$ cat src/rtl/selector_pixel_scheduler.sv
// Pixel scheduler: raster-scans a frame through the block selector and
// emits one classified result per pixel over a valid/ready handshake.
//
// Ports:
//   clk_in, rst_n_in          clock, async active-low reset
//   start_in, abort_in        start a frame scan / abandon the scan
//   sel_x_out, sel_y_out      coordinate presented to the selector
//   sel_valid_in, sel_x_in,
//   sel_y_in, sel_*_visible_in,
//   sel_block_ID_in           selector result with echoed coordinate
//   pix_valid_out/ready_in    pixel result handshake
//   pix_x_out, pix_y_out,
//   pix_hit_out, pix_ID_out   pixel result (hit: 0 none 1 block 2 saber 3 timeout)
//   busy_out                  scan in progress
//   frame_done_out            one-cycle pulse after the last pixel transfers
//   timeout_count_out         saturating count of timed-out pixels
module selector_pixel_scheduler #(
    parameter int H_PIXELS = 1024,
    parameter int V_PIXELS = 768,
    parameter int SETTLE   = 3,
    parameter int TIMEOUT  = 64
) (
    input  logic        clk_in,
    input  logic        rst_n_in,
    input  logic        start_in,
    input  logic        abort_in,
    output logic [10:0] sel_x_out,
    output logic [9:0]  sel_y_out,
    input  logic        sel_valid_in,
    input  logic [10:0] sel_x_in,
    input  logic [9:0]  sel_y_in,
    input  logic        sel_block_visible_in,
    input  logic        sel_saber_visible_in,
    input  logic [7:0]  sel_block_ID_in,
    output logic        pix_valid_out,
    input  logic        pix_ready_in,
    output logic [10:0] pix_x_out,
    output logic [9:0]  pix_y_out,
    output logic [1:0]  pix_hit_out,
    output logic [7:0]  pix_ID_out,
    output logic        busy_out,
    output logic        frame_done_out,
    output logic [7:0]  timeout_count_out
);

    localparam int SW = (SETTLE > 0) ? $clog2(SETTLE + 1) : 1;
    localparam int WW = (TIMEOUT > 1) ? $clog2(TIMEOUT + 1) : 1;

    localparam logic [10:0]   X_LAST    = 11'(H_PIXELS - 1);
    localparam logic [9:0]    Y_LAST    = 10'(V_PIXELS - 1);
    localparam logic [SW-1:0] SETTLE_L  = SW'(SETTLE);
    localparam logic [WW-1:0] WAIT_LAST = WW'(TIMEOUT - 1);

    typedef enum logic [1:0] {
        S_IDLE,
        S_ISSUE,
        S_WAIT,
        S_EMIT
    } state_t;

    state_t        r_state;
    logic [10:0]   r_x;
    logic [9:0]    r_y;
    logic [SW-1:0] r_settle;
    logic [WW-1:0] r_wait;
    logic [10:0]   r_sel_x;
    logic [9:0]    r_sel_y;
    logic          r_pix_valid;
    logic [10:0]   r_pix_x;
    logic [9:0]    r_pix_y;
    logic [1:0]    r_pix_hit;
    logic [7:0]    r_pix_id;
    logic          r_frame_done;
    logic [7:0]    r_tcount;

    logic       w_match;
    logic       w_timeout;
    logic       w_last;
    logic [1:0] w_hit;
    logic [7:0] w_id;

    // A result counts only once the coordinate has settled and the
    // selector echoes the coordinate we are currently presenting.
    assign w_match = (r_settle == '0) && sel_valid_in &&
                     (sel_x_in == r_sel_x) && (sel_y_in == r_sel_y);

    // Last WAIT cycle: leaving now makes exactly TIMEOUT cycles in WAIT.
    assign w_timeout = (r_wait == WAIT_LAST);

    assign w_last = (r_x == X_LAST) && (r_y == Y_LAST);

    // Saber wins over block; the ID is meaningful for block hits only.
    always_comb begin
        w_hit = 2'd0;
        w_id  = 8'd0;
        if (sel_saber_visible_in) begin
            w_hit = 2'd2;
        end else if (sel_block_visible_in) begin
            w_hit = 2'd1;
            w_id  = sel_block_ID_in;
        end
    end

    always_ff @(posedge clk_in or negedge rst_n_in) begin
        if (!rst_n_in) begin
            r_state      <= S_IDLE;
            r_x          <= '0;
            r_y          <= '0;
            r_settle     <= '0;
            r_wait       <= '0;
            r_sel_x      <= '0;
            r_sel_y      <= '0;
            r_pix_valid  <= 1'b0;
            r_pix_x      <= '0;
            r_pix_y      <= '0;
            r_pix_hit    <= '0;
            r_pix_id     <= '0;
            r_frame_done <= 1'b0;
            r_tcount     <= '0;
        end else begin
            r_frame_done <= 1'b0;
            if (abort_in) begin
                // Also covers start+abort in IDLE: stay idle.
                r_state     <= S_IDLE;
                r_pix_valid <= 1'b0;
            end else begin
                unique case (r_state)
                    S_IDLE: begin
                        if (start_in) begin
                            r_x     <= '0;
                            r_y     <= '0;
                            r_state <= S_ISSUE;
                        end
                    end
                    S_ISSUE: begin
                        r_sel_x  <= r_x;
                        r_sel_y  <= r_y;
                        r_settle <= SETTLE_L;
                        r_wait   <= '0;
                        r_state  <= S_WAIT;
                    end
                    S_WAIT: begin
                        r_wait <= r_wait + 1'b1;
                        if (r_settle != '0) begin
                            r_settle <= r_settle - 1'b1;
                        end
                        if (w_match) begin
                            r_pix_valid <= 1'b1;
                            r_pix_x     <= r_x;
                            r_pix_y     <= r_y;
                            r_pix_hit   <= w_hit;
                            r_pix_id    <= w_id;
                            r_state     <= S_EMIT;
                        end else if (w_timeout) begin
                            r_pix_valid <= 1'b1;
                            r_pix_x     <= r_x;
                            r_pix_y     <= r_y;
                            r_pix_hit   <= 2'd3;
                            r_pix_id    <= 8'd0;
                            r_state     <= S_EMIT;
                            if (r_tcount != 8'hFF) begin
                                r_tcount <= r_tcount + 1'b1;
                            end
                        end
                    end
                    S_EMIT: begin
                        if (pix_ready_in) begin
                            r_pix_valid <= 1'b0;
                            if (r_x == X_LAST) begin
                                r_x <= '0;
                                r_y <= r_y + 1'b1;
                            end else begin
                                r_x <= r_x + 1'b1;
                            end
                            if (w_last) begin
                                r_frame_done <= 1'b1;
                                r_state      <= S_IDLE;
                            end else begin
                                r_state <= S_ISSUE;
                            end
                        end
                    end
                    default: r_state <= S_IDLE;
                endcase
            end
        end
    end

    assign sel_x_out         = r_sel_x;
    assign sel_y_out         = r_sel_y;
    assign pix_valid_out     = r_pix_valid;
    assign pix_x_out         = r_pix_x;
    assign pix_y_out         = r_pix_y;
    assign pix_hit_out       = r_pix_hit;
    assign pix_ID_out        = r_pix_id;
    assign busy_out          = (r_state != S_IDLE);
    assign frame_done_out    = r_frame_done;
    assign timeout_count_out = r_tcount;

endmodule

$ cat config.mk
export PLATFORM = sky130hd
export DESIGN_NAME = selector_pixel_scheduler
export DESIGN_NICKNAME = d
export VERILOG_FILES = /design/src/rtl/selector_pixel_scheduler.sv
export SDC_FILE = /design/constraint.sdc
export NUM_CORES = 1
export LEC_CHECK = 0
export ABC_AREA = 1
export CAP_MARGIN = 15
export CORE_AREA = 2 2 146 91
export DETAILED_ROUTE_END_ITERATION = 10
export DIE_AREA = 0 0 148 93
export GPL_TIMING_DRIVEN = 0
export PLACE_DENSITY = 0.63
export SKIP_LAST_GASP = 1
export SYNTH_ARGS = -nofsm -noshare
export SYNTH_HDL_FRONTEND = slang
export SYNTH_SLANG_ARGS = --single-unit
$ cat constraint.sdc
create_clock -name clk_in -period 2.4 [get_ports clk_in]
set_input_delay 0.48 -clock clk_in [delete_from_list [all_inputs] [get_ports clk_in]]
set_output_delay 0.48 -clock clk_in [all_outputs]
set_load 0.005 [all_outputs]
# Yosys cells after proc, flatten, opt, wreduce, memory -nomap -nowiden
# Index checks and enable logic that the tools add are counted.
[word_totals] reg_bits=94 output_inout_bits=63 wordCells=96
[classes] add_sub_neg=5 n_eq_ne=16 n_mux=38 n_bitwise=2 n_reduce_logical=21
[ops] op="$mux 11" count=5
[ops] op="$mux 10" count=5
[ops] op="$mux 8" count=4
[ops] op="$pmux 11 s2" count=1
[ops] op="$pmux 10 s2" count=1
[ops] op="$mux 2" count=8
[ops] op="$pmux 7 s2" count=1
[ops] op="$reduce_and 3->1" count=4
[ops] op="$add 11x1->11 const B" count=1
[ops] op="$eq 11x10->1 const B" count=1
[ops] op="$eq 11x11->1" count=1
[ops] op="$add 10x1->10 const B" count=1
[ops] op="$eq 10x10->1" count=1
[ops] op="$eq 10x10->1 const B" count=1
[ops] op="$mux 1" count=10
[ops] op="$reduce_and 5->1" count=2
[ops] op="$reduce_bool 2->1" count=5
[ops] op="$add 8x1->8 const B" count=1
[ops] op="$ne 2x2->1 const B" count=4
[ops] op="$ne 8x8->1 const B" count=1
[ops] op="$pmux 2 s4" count=1
[ops] op="$add 7x1->7 const B" count=1
[ops] op="$eq 7x6->1 const B" count=1
[ops] op="$ne 3x3->1 const B" count=2
[ops] op="other kinds (12)" count=19

# Logic depth before layout (Yosys ltp)
[logic_depth] ltp_word=7 mapped_depth=14 mapped_depth_nobuf=14

# Least setup slack after synthesis
# OpenSTA, ideal clock, no wires.
[synth_timing] path_kind="register -> register" startpoint="reg r_state[0]" endpoint="reg r_wait[5]" setup_time_ps=86 t_arrival_ps=1588 path_slack_ps=726 stages_incl_launch_ff=11 period_less_slack_ps=1674 cell_sequence="dfrtp_1 -> inv_1 -> ha_1 -> inv_1 -> nor2_1 -> inv_1 -> nor2_1 -> nand3_1 -> nor2_1 -> a21oi_1 -> nor3_1"
[synth_between] elab_chain_len=3 word_cells_on_any_way=5 cone_classes="2 x eq/ne; 1 x mux; 2 x reduce/logical"
[synth_rtl] item="start, declared" line="61" source="state_t r_state;"
[synth_rtl] item="start signal, assigned" line="106" source="r_state <= S_IDLE;"
[synth_rtl] item="start signal, assigned" line="124" source="r_state <= S_IDLE;"
[synth_rtl] item="start signal, assigned" line="132" source="r_state <= S_ISSUE;"
[synth_rtl] item="$eq 2x2->1 / $eq 2x1->1 (equally long branches)" line="127" source="unique case (r_state)"
[synth_rtl] item="$reduce_bool 2->1 (no source line)"
[synth_rtl] item="$reduce_and 2->1 (no source line)"
[synth_rtl] item="end signal, assigned" line="143" source="r_wait <= r_wait + 1'b1;"
[synth_rtl] item="end, declared" line="65" source="logic [WW-1:0] r_wait;"
# Several ways; a longest one is shown, not always the timed one.
# A chain may end at the register's enable or synchronous reset.

# Worst setup path in the final report
[layout_timing] startpoint="reg r_state[0]" endpoint="out busy_out"
[layout_between] elab_chain_len=1
[layout_rtl] item="$reduce_bool 2->1" line="196" source="assign busy_out = (r_state != S_IDLE);"
[layout_rtl] item="end, declared" line="41" source="output logic busy_out,"
# Every way passes these cells.

==> out/metrics.cfg <==
[run]
drv_cap = 0

[yosys]
syn_inst = 647
yosysSeqAreaShare_pct = 45.7
netlist_area_um2 = 5150
ys_ff_latch = 94
synth_fp_nets = 693
yosys.area.top_type = dfrtp_1
yosys.area.top_type_share_pct = 45.7
async_reset_ff_share_pct = 100
avgSynthCellArea_um2 = 7.96
synth_area_leaders = dfrtp_1, nand2_1, inv_1
ys.flop_type = dfrtp_1
yosysWarnings = 0
synth_edf_count = 0
yosysMostFrequentCell = nand2_1
synth_common_cells = nand2_1, dfrtp_1, inv_1
yosysUniqueCellTypes = 39

[sta]
fin_crit_sh_pct = 91.3
tns_ns = 0
rsz0062_at_grt = no
slew_violations = 0
whs_ns = 0.0695
setup_viol = 0
skew_ns = 0.00552
worst_pin_slew_ns = 0.638
period_needed_ns = 2.19
fmax_ghz = 0.456
finalHoldViolations = 0
relSlewSlack_pct = 57.3

[die]
die_height_um = 93
num_io_pins = 100
core_area_um2 = 12500
rows = 32
die_w_um = 148
die_area_um2 = 13800
initial_core_util_pct = 41.2

[cts]
ctsResizeCount = 0
insertion_delay_ns = 0.34
clock_sinks = 94
htreeDepth = 3
holdBufCountCts = 0
cts_buffers = 9
post_cts_buffers = 0
cts_tree = built
clk_transition_reported_paths_ns = 0.07
clk_path_buf_depth = 2
root_buffer = clkbuf_16

[status]
outcome = finished clean

[pwr]
vdd_ir_drop_max_v = 0.000478
p_per_area_nw_per_um2 = 640
p_leak_nw = 3.14
total_power_mw = 4.29

[setup_path]
crit_path_max_fanout = 5
critPathLaunchType = flip-flop
critical_path_class = flip-flop to output port
critPathRequiredTime_ns = 1.92
end_kind = output port
arrival_ns = 1.71

[detailed_routing]
first_iter_violations = 301
antenna_left = 0
first_pass_iters = 4
drc = 0
vias = 4487
routed_via_density = 4.81
routed_wl_um = 13700
wire_per_inst_um = 14.7

[global_route]
grt_pass1_vias = 4349
grt-ovfl-total = 0
antenna_found_initial = 0
grt_pass1_wl_um = 22300
grt_usage_pct = 20.7
grt_max_degree = 67

[placement]
port-buffer-count = 99
place_area_um2 = 6380
gp_congestion = 0.897
dp_hpwl_um = 10500

[final_layout]
nets = 804
fin_area_um2 = 6700
antenna_cells = 0
syn2layout_area_growth_pct = 30.1
drive_gt1_share_pct = 13.4

[hold_path]
min-delay-path-class = input port to asynchronous set/reset pin

routing by layer:
layer | part of all wire [%] | GRT usage [%] | vias to the layer above
met4 | 0.77 | 4.60 | 0
met5 | 0 | 0 | -
met1 | 51 | 31.5 | 2110
li1 | - | - | 2266
met3 | 6.2 | 4.00 | 10
met2 | 42 | 30.6 | 101
power breakdown:
group / switching, mW / total, mW / internal (mW)
clock network: 0.596 / 1.56 / 0.961
registers: 0.0897 / 1.77 / 1.68
logic: 0.582 / 0.960 / 0.378
per-stage QoR:
stage / cells / util, % / setup WS (ns)
final: 932 / 53.6 / 0.208
after floorplan: 647 / - / 0.726
after global routing: 932 / 53.6 / 0.0855
after detailed placement: 917 / 51.1 / 0.0832
after CTS: 932 / 53.6 / 0.175
after global placement: 916 / 50.9 / -2.73
worst max-delay path: stages, from the launching register on:
cell and delay [ns]:
dfrtp_1 0.44, inv_1 0.11, ha_1 0.24, inv_1 0.09, clkdlybuf4s50_1 0.50
flip-flops by register name (all words and copies together), names as in the netlist, 7 cells and up:
signal,count
pix_x_out,11
r_x,11
sel_x_out,11
pix_y_out,10
r_y,10
sel_y_out,10
pix_ID_out,8
timeout_count_out,8
r_wait,7
logic make-up (layout without fill, tap and decap cells):
group                      after synthesis  count (layout)  synth area share [%]
adders and majority gates                9               9                  2.19
and+or+nand+nor                        337             337                  29.9
DFF                                     94              94                  45.7
AOI/OAI and AO/OA                       80              80                  10.2
buffers and inverters                  112             227                  9.48
xor gates and xnor gates                15              15                  2.55
area by class of cell:
cell class,count,area [um^2]
buffer,11,103
clock buffer,11,253
clock inverter,4,70.1
fill,1149,5790
inverter,101,385
multi-input combinational,441,2310
sequential,94,2350
tap,170,213
timing repair buffer,100,1020
worst paths after layout:
check                                           from                        end  slack [ns]  cells after the start
min                                         rst_n_in         r_x[2]$_DFFE_PN0P_        0.07                      1
max reg2reg                   r_state[0]$_DFFE_PN0P_  pix_x_out[10]$_DFFE_PN0P_        0.29                      8
min in group clk_in        pix_valid_out$_DFFE_PN0P_  pix_valid_out$_DFFE_PN0P_        0.48                      2
max                           r_state[0]$_DFFE_PN0P_                   busy_out        0.21                      4
min reg2reg                pix_valid_out$_DFFE_PN0P_  pix_valid_out$_DFFE_PN0P_        0.48                      2
max in group asynchronous                   rst_n_in  pix_ID_out[4]$_DFFE_PN0P_        1.68                      2
placed cells by master, fill, tap and decap left out, drive strengths merged, types with 2 or more instances in the layout:
| cell | count |
|---|---|
| o31ai | 3 |
| bufinv | 2 |
| nand3 | 26 |
| nor3 | 18 |
| nor3b | 2 |
| clkinv | 5 |
| xnor2 | 2 |
| nand2 | 197 |
| a21oi | 10 |
| inv | 98 |
| o21ai | 63 |
| ha | 9 |
| nand4 | 20 |
| dfrtp | 94 |
| xor2 | 13 |
| buf | 9 |
| nor2 | 69 |
| nor4 | 3 |
| clkbuf | 15 |
| clkdlybuf4s50 | 98 |
Note: power is estimated with default switching activity, not from simulation.
